`config.mk`:
```
export PLATFORM = sky130hd
export DESIGN_NAME = fetch_unit
export DESIGN_NICKNAME = d
export VERILOG_FILES = /design/src/rtl/fetch_pkg.sv /design/src/rtl/fetch_fifo.sv /design/src/rtl/fetch_unit.sv
export SDC_FILE = /design/constraint.sdc
export NUM_CORES = 1
export LEC_CHECK = 0
export ABC_AREA = 1
export BUFFER_PORTS_ARGS = -buffer_cell sky130_fd_sc_hd__buf_2
export CELL_PAD_IN_SITES_DETAIL_PLACEMENT = 0
export CELL_PAD_IN_SITES_GLOBAL_PLACEMENT = 2
export CORE_ASPECT_RATIO = 1.25
export CORE_MARGIN = 1
export CORE_UTILIZATION = 40
export DETAILED_ROUTE_END_ITERATION = 7
export PLACE_DENSITY_LB_ADDON = 0.3
export SYNTH_ARGS = -nofsm -noshare
export SYNTH_HDL_FRONTEND = slang
export SYNTH_SLANG_ARGS = --single-unit
export TNS_END_PERCENT = 1
```
`constraint.sdc`:
```
create_clock -name clk -period 7 [get_ports clk]
set_input_delay 0.35 -clock clk [delete_from_list [all_inputs] [get_ports clk]]
set_output_delay 0.35 -clock clk [all_outputs]
set_load 0.03 [all_outputs]
```
`src/rtl/fetch_pkg.sv`:
```
// Shared fetch-unit constants: default widths, PC step, FSM encoding, queue entry width.
package fetch_pkg;

  localparam int XLEN_DEF = 32;
  localparam int ILEN_DEF = 32;
  localparam int PC_INC   = 4;

  typedef enum logic {
    FETCH = 1'b0,
    FLUSH = 1'b1
  } fetch_state_e;

  // A queue entry carries the instruction's PC above the instruction word.
  function automatic int fq_entry_w(input int xlen, input int ilen);
    return xlen + ilen;
  endfunction

endpackage

```
`src/rtl/fetch_fifo.sv`:
```
// Synchronous FIFO with flush, DEPTH (power of 2) x W; pointers carry an extra wrap bit.
// Latency: a push is visible at the head on the next cycle.
// Backpressure: push is ignored when full unless a pop happens in the same cycle; flush wins over push/pop.
module fetch_fifo #(
  parameter int W     = 64,
  parameter int DEPTH = 4
) (
  input  logic                   clk,
  input  logic                   rst_n,
  input  logic                   push,
  input  logic [W-1:0]           push_dat,
  input  logic                   pop,
  input  logic                   flush,
  output logic [W-1:0]           head_dat,
  output logic                   full,
  output logic                   empty,
  output logic [$clog2(DEPTH):0] count
);

  localparam int AW = $clog2(DEPTH);
  localparam logic [AW:0] PTR_ONE = (AW+1)'(1);

  logic [W-1:0] mem [DEPTH];
  logic [AW:0]  wr_ptr;
  logic [AW:0]  rd_ptr;
  logic         do_push;
  logic         do_pop;

  assign empty    = (wr_ptr == rd_ptr);
  assign full     = (wr_ptr[AW] != rd_ptr[AW]) && (wr_ptr[AW-1:0] == rd_ptr[AW-1:0]);
  assign count    = wr_ptr - rd_ptr;
  assign do_pop   = pop && !empty;
  assign do_push  = push && (!full || do_pop);
  assign head_dat = mem[rd_ptr[AW-1:0]];

  always_ff @(posedge clk or negedge rst_n) begin
    if (!rst_n) begin
      wr_ptr <= '0;
      rd_ptr <= '0;
    end else if (flush) begin
      wr_ptr <= '0;
      rd_ptr <= '0;
    end else begin
      if (do_push) wr_ptr <= wr_ptr + PTR_ONE;
      if (do_pop)  rd_ptr <= rd_ptr + PTR_ONE;
    end
  end

  // Storage needs no reset: only slots between the pointers are ever read as valid.
  always_ff @(posedge clk) begin
    if (do_push && !flush) mem[wr_ptr[AW-1:0]] <= push_dat;
  end

endmodule

```
`src/rtl/fetch_unit.sv`:
```
// Instruction fetch: PC, in-order imem requests, fetch queue to decode; FETCH_MISALIGN_CHK_EN adds a sticky misaligned-redirect fault.
// Latency: imem response -> instr_valid 1 cycle; redirect -> redirect_taken 1 cycle.
// Backpressure: instr_ready stalls the queue; requests issue only while queued + in-flight < FQ_DEPTH and in-flight < MAX_OUTST.
module fetch_unit
  import fetch_pkg::*;
#(
  parameter int              XLEN         = XLEN_DEF,
  parameter int              ILEN         = ILEN_DEF,
  parameter logic [XLEN-1:0] RESET_VECTOR = '0,
  parameter int              FQ_DEPTH     = 4,
  parameter int              MAX_OUTST    = 2
) (
  input  logic            clk,
  input  logic            rst_n,
  input  logic            halt,
  input  logic            redirect_en,
  input  logic [XLEN-1:0] redirect_addr,
  output logic            imem_req_valid,
  input  logic            imem_req_ready,
  output logic [XLEN-1:0] imem_req_addr,
  input  logic            imem_rsp_valid,
  input  logic [ILEN-1:0] imem_rsp_data,
  output logic            instr_valid,
  input  logic            instr_ready,
  output logic [ILEN-1:0] instr_data,
  output logic [XLEN-1:0] instr_pc,
  output logic            redirect_taken,
  output logic            misalign_fault
);

  localparam int              CW        = $clog2(FQ_DEPTH) + 1;
  localparam int              EW        = fq_entry_w(XLEN, ILEN);
  localparam logic [CW:0]     DEPTH_LIM = (CW+1)'(FQ_DEPTH);
  localparam logic [CW-1:0]   OUTST_LIM = CW'(MAX_OUTST);
  localparam logic [XLEN-1:0] PC_STEP   = XLEN'(PC_INC);

  fetch_state_e    state_q, state_d;
  logic [XLEN-1:0] pc_q, pc_d;
  logic [XLEN-1:0] rsp_pc_q, rsp_pc_d;
  logic [CW-1:0]   outst_q, outst_d;
  logic [CW-1:0]   drop_q, drop_d;
  logic            redir_taken_q;
  logic            fault_q;

  logic [XLEN-1:0] redir_pc;
  logic            req_acc;
  logic            fq_push, fq_pop, fq_flush;
  logic [EW-1:0]   fq_head;
  logic            fq_empty;
  logic            fq_full_unused;
  logic [CW-1:0]   fq_count;

  assign redir_pc = {redirect_addr[XLEN-1:2], 2'b00};

`ifdef FETCH_MISALIGN_CHK_EN
  always_ff @(posedge clk or negedge rst_n) begin
    if (!rst_n)                                             fault_q <= 1'b0;
    else if (redirect_en && (redirect_addr[1:0] != 2'b00)) fault_q <= 1'b1;
  end
`else
  logic unused_addr_lo;
  assign unused_addr_lo = ^redirect_addr[1:0];
  assign fault_q        = 1'b0;
`endif

  // A redirect cancels any same-cycle request, so imem never sees an accept the unit won't count.
  assign imem_req_valid = rst_n && !redirect_en && !fault_q && !halt && (state_q == FETCH) &&
                          (outst_q < OUTST_LIM) && (({1'b0, fq_count} + {1'b0, outst_q}) < DEPTH_LIM);
  assign imem_req_addr  = pc_q;
  assign req_acc        = imem_req_valid && imem_req_ready;
  assign outst_d        = outst_q + CW'(req_acc) - CW'(imem_rsp_valid);

  always_comb begin
    state_d  = state_q;
    pc_d     = pc_q;
    rsp_pc_d = rsp_pc_q;
    drop_d   = drop_q;
    fq_push  = 1'b0;
    fq_flush = 1'b0;
    if (req_acc) pc_d = pc_q + PC_STEP;
    if (redirect_en) begin
      // Every response still in flight after this cycle belongs to the squashed stream.
      pc_d     = redir_pc;
      rsp_pc_d = redir_pc;
      fq_flush = 1'b1;
      drop_d   = outst_d;
      state_d  = (outst_d != '0) ? FLUSH : FETCH;
    end else begin
      if (imem_rsp_valid) begin
        if (drop_q != '0) begin
          drop_d = drop_q - CW'(1);
        end else begin
          fq_push  = 1'b1;
          rsp_pc_d = rsp_pc_q + PC_STEP;
        end
      end
      if ((state_q == FLUSH) && (drop_d == '0)) state_d = FETCH;
    end
  end

  always_ff @(posedge clk or negedge rst_n) begin
    if (!rst_n) begin
      state_q       <= FETCH;
      pc_q          <= RESET_VECTOR;
      rsp_pc_q      <= RESET_VECTOR;
      outst_q       <= '0;
      drop_q        <= '0;
      redir_taken_q <= 1'b0;
    end else begin
      state_q       <= state_d;
      pc_q          <= pc_d;
      rsp_pc_q      <= rsp_pc_d;
      outst_q       <= outst_d;
      drop_q        <= drop_d;
      redir_taken_q <= redirect_en;
    end
  end

  assign fq_pop = instr_valid && instr_ready;

  fetch_fifo #(
    .W     (EW),
    .DEPTH (FQ_DEPTH)
  ) u_fq (
    .clk      (clk),
    .rst_n    (rst_n),
    .push     (fq_push),
    .push_dat ({rsp_pc_q, imem_rsp_data}),
    .pop      (fq_pop),
    .flush    (fq_flush),
    .head_dat (fq_head),
    .full     (fq_full_unused),
    .empty    (fq_empty),
    .count    (fq_count)
  );

  assign instr_valid    = !fq_empty;
  assign instr_data     = instr_valid ? fq_head[ILEN-1:0] : '0;
  assign instr_pc       = instr_valid ? fq_head[ILEN +: XLEN] : '0;
  assign redirect_taken = redir_taken_q;
  assign misalign_fault = fault_q;

endmodule

```
==> metrics.yaml <==
sta:
  min_period_over_period_pct: 62.7
  rsz0062_at_grt: "false"
  finalSetupViolations: 0
  final-max-slew-violation-count: 0
  final.min_clock_period_ps: 4390
  fin_tns_setup_ps: 0
  fmax_ghz: 0.228
  max_slew_margin_pct: 35.9
  hold_violations: 0
  tightest_slew_ps: 962
  timing.final.ws_setup_ps: 2610
  finalClockSkew_ps: 21.5
floorplan:
  die_w_um: 173
  fp.dieH_um: 216
  num_rows: 78
  io_pins: 171
  start_util_pct: 40.5
  coreArea_sq_um: 36200
  die-area_sq_um: 37500
setup_path:
  timing.rr.end: "state_q"
  cp_max_fo: 43
  endpoint: "state_q"
  r2r_cells: 18
  path_class: "flop to flop"
  cp-startpoint: "u_fq.rd_ptr[0]"
  worstPathArrival_ps: 4760
  end_kind: "flop"
  crit_required_ps: 7370
  startpoint_type: "flop"
  crit-reg2reg-launch: "u_fq.rd_ptr[0]"
  reg2reg_setup_slack_ps: 2610
logic_synthesis:
  async_reset_ff_share_pct: 23.0
  syn_avg_cell_area_sq_um: 9.66
  synth_area_sq_um: 14700
  yosysUniqueCellTypes: 34
  ys_seq_area_share_pct: 63.3
  yosys_warnings: 0
  synth_flop_cell: "edfxtp_1"
  syn_inst: 1519
  synth_edf_count: 248
  ys_seq_elements: 322
global_route:
  grtUsageMet3_pct: 2.79
  grt_busiest_layer: "met2"
  antenna_found_initial: 0
  grt_pass1_wl_mm: 59.0
  grt_overflow: 0
  grt_max_degree: 86
  first_global_vias: 10596
  use_met1_pct: 25.8
  gr-usage-all-layers_pct: 20.2
  use_met2_pct: 34.9
placed_design:
  dpl.hpwl_mm: 22.9
  pre_cts_slack_ps: 2580
  gp_congestion: 0.867
  io_buffers: 163
routing:
  vias: 10913
  drc: 0
  via_per_inst: 5.01
  drt_pass1_iterations: 8
  drt-initial-drc-count: 632
  avgRoutedWirePerCell_um: 17.2
  routed_wl_mm: 37.5
  ant_nets: 0
cts:
  htreeDepth: 2
  post_cts_buffers: 0
  clk_pin_slew_ps: 60
  numCtsBuffers: 34
  root_buffer: "clkbuf_16"
  cts_tree: "yes"
  clk_latency_ps: 530
  cts_sinks: 322
  cts_resized: 0
  holdBufCountCts: 1
  ctsLongestPathBuffers: 3
cells_and_area:
  finalNetCount: 1760
  fin_util_pct: 47.2
  area_growth_syn_to_layout_pct: 16.4
  diodes: 0
  drive_gt1_share_pct: 14.4
worst_hold_path:
  hp-class: "input pin to flop"
job:
  maxCapViolations: 0
power:
  vdd_drop_max_mv: 0.324
  p_leak_nw: 6.84
  p_per_area_nw_per_um2: 387
outcome:
  status: "completed"
==> cells in the final DEF (no fill, tap or decap), types with 11 or more instances in the layout <==
cell type / synthesis / routed
nand3_1: 101 / 101
clkbuf_16: 0 / 35
nor2_1: 336 / 332
o21ai_0: 145 / 145
ha_1: 16 / 16
xor2_1: 13 / 13
dfrtp_1: 74 / 72
buf_4: 7 / 16
nor3_1: 13 / 13
inv_1: 96 / 96
a21oi_1: 81 / 81
clkinv_1: 0 / 11
nand4_1: 11 / 11
nand2_1: 268 / 268
edfxtp_1: 248 / 248
buf_2: 16 / 162
==> cell type report <==
type | count | area (sq um)
sequential | 322 | 9300
fill | 3428 | 19100
clock buffer | 41 | 898
clock inverter | 21 | 216
tap | 480 | 601
inverter | 102 | 383
multi-input combinational | 1032 | 4740
timing repair buffer | 179 | 941
==> per-layer routing <==
metal	up-vias	wire length, um
met4	0	1110
met1	5207	16400
li1	5402	-
met2	237	18400
met5	-	0
met3	67	1530
==> cells in the mapped netlist (7+ instances only) <==
master | n | area share [%]
a21oi_1 | 81 | 2.8
buf_2 | 16 | 0.55
buf_4 | 7 | 0.36
clkbuf_1 | 40 | 1.0
dfrtp_1 | 74 | 13
edfxtp_1 | 248 | 51
ha_1 | 16 | 1.4
inv_1 | 96 | 2.5
nand2_1 | 268 | 6.9
nand3_1 | 101 | 3.4
nand3b_1 | 8 | 0.41
nand4_1 | 11 | 0.47
nor2_1 | 336 | 8.6
nor2_2 | 7 | 0.30
nor3_1 | 13 | 0.44
o211ai_1 | 8 | 0.41
o21ai_0 | 145 | 4.9
xor2_1 | 13 | 0.78
==> logic make-up (layout without fill, tap and decap cells) <==
logic type | Yosys count | count (layout) | synth area share, %
adders and majority gates | 18 | 18 | 1.64
xor gates and xnor gates | 16 | 16 | 0.955
and+or+nand+nor | 748 | 748 | 20.7
AOI/OAI and AO/OA | 245 | 245 | 8.64
buffers and inverters | 169 | 343 | 4.69
DFF | 322 | 322 | 63.3
other | 1 | 5 | 0.0255
==> stage by stage <==
| stage | instance area (sq um) | power, mW | hold WS [ps] | instances |
|---|---|---|---|---|
| after global placement | 16000 | 4.86 | 301 | 2114 |
| after detailed placement | 16000 | 4.89 | 300 | 2114 |
| after CTS | 17100 | 6.70 | 5.82 | 2177 |
| final | 17100 | 6.62 | 33.4 | 2177 |
| after global routing | 17100 | 7.03 | 16.2 | 2177 |
| after floorplan | 14700 | 4.11 | 54.4 | 1523 |
==> worst max-delay path: stages, from the launching register on <==
cell and delay (ps):
dfrtp_4 740, ha_1 240, inv_1 50, fa_1 370, xor2_1 160, inv_1 60, ha_1 260, nor2_1 130
nand3_1 90, nor2_1 110, nand3b_1 510, ha_1 520, inv_1 50, ha_1 130, inv_1 50, fa_1 380
xor2_1 200, nor3_1 130, o21ai_0 80
==> power by group <==
part,internal [mW],total [mW],switching (mW)
logic,0.631,2.39,1.76
registers,2.24,2.43,0.194
clock network,1.07,1.80,0.735
total,3.93,6.62,2.68
==> worst min-delay path by stage <==
stage | from | endpoint | depth (start not counted)
final | imem_rsp_data[26] | u_fq.mem[2][26] | 1
after detailed placement | rst_n | imem_req_addr[9] | 1
after floorplan | rst_n | drop_q[0] | 0
after global routing | imem_rsp_data[20] | u_fq.mem[2][20] | 1
after global placement | rst_n | imem_req_addr[9] | 1
after CTS | imem_rsp_data[26] | u_fq.mem[2][26] | 1
==> state kept, by name, indices dropped and copies added (netlist names) <==
signal	count
drop_q	3
u_fq.wr_ptr	3
state_q	1
u_fq.mem	248
outst_q	3
redirect_taken	1
imem_req_addr	30
u_fq.rd_ptr	3
rsp_pc_q	30
(Power assumes the default switching activity.)
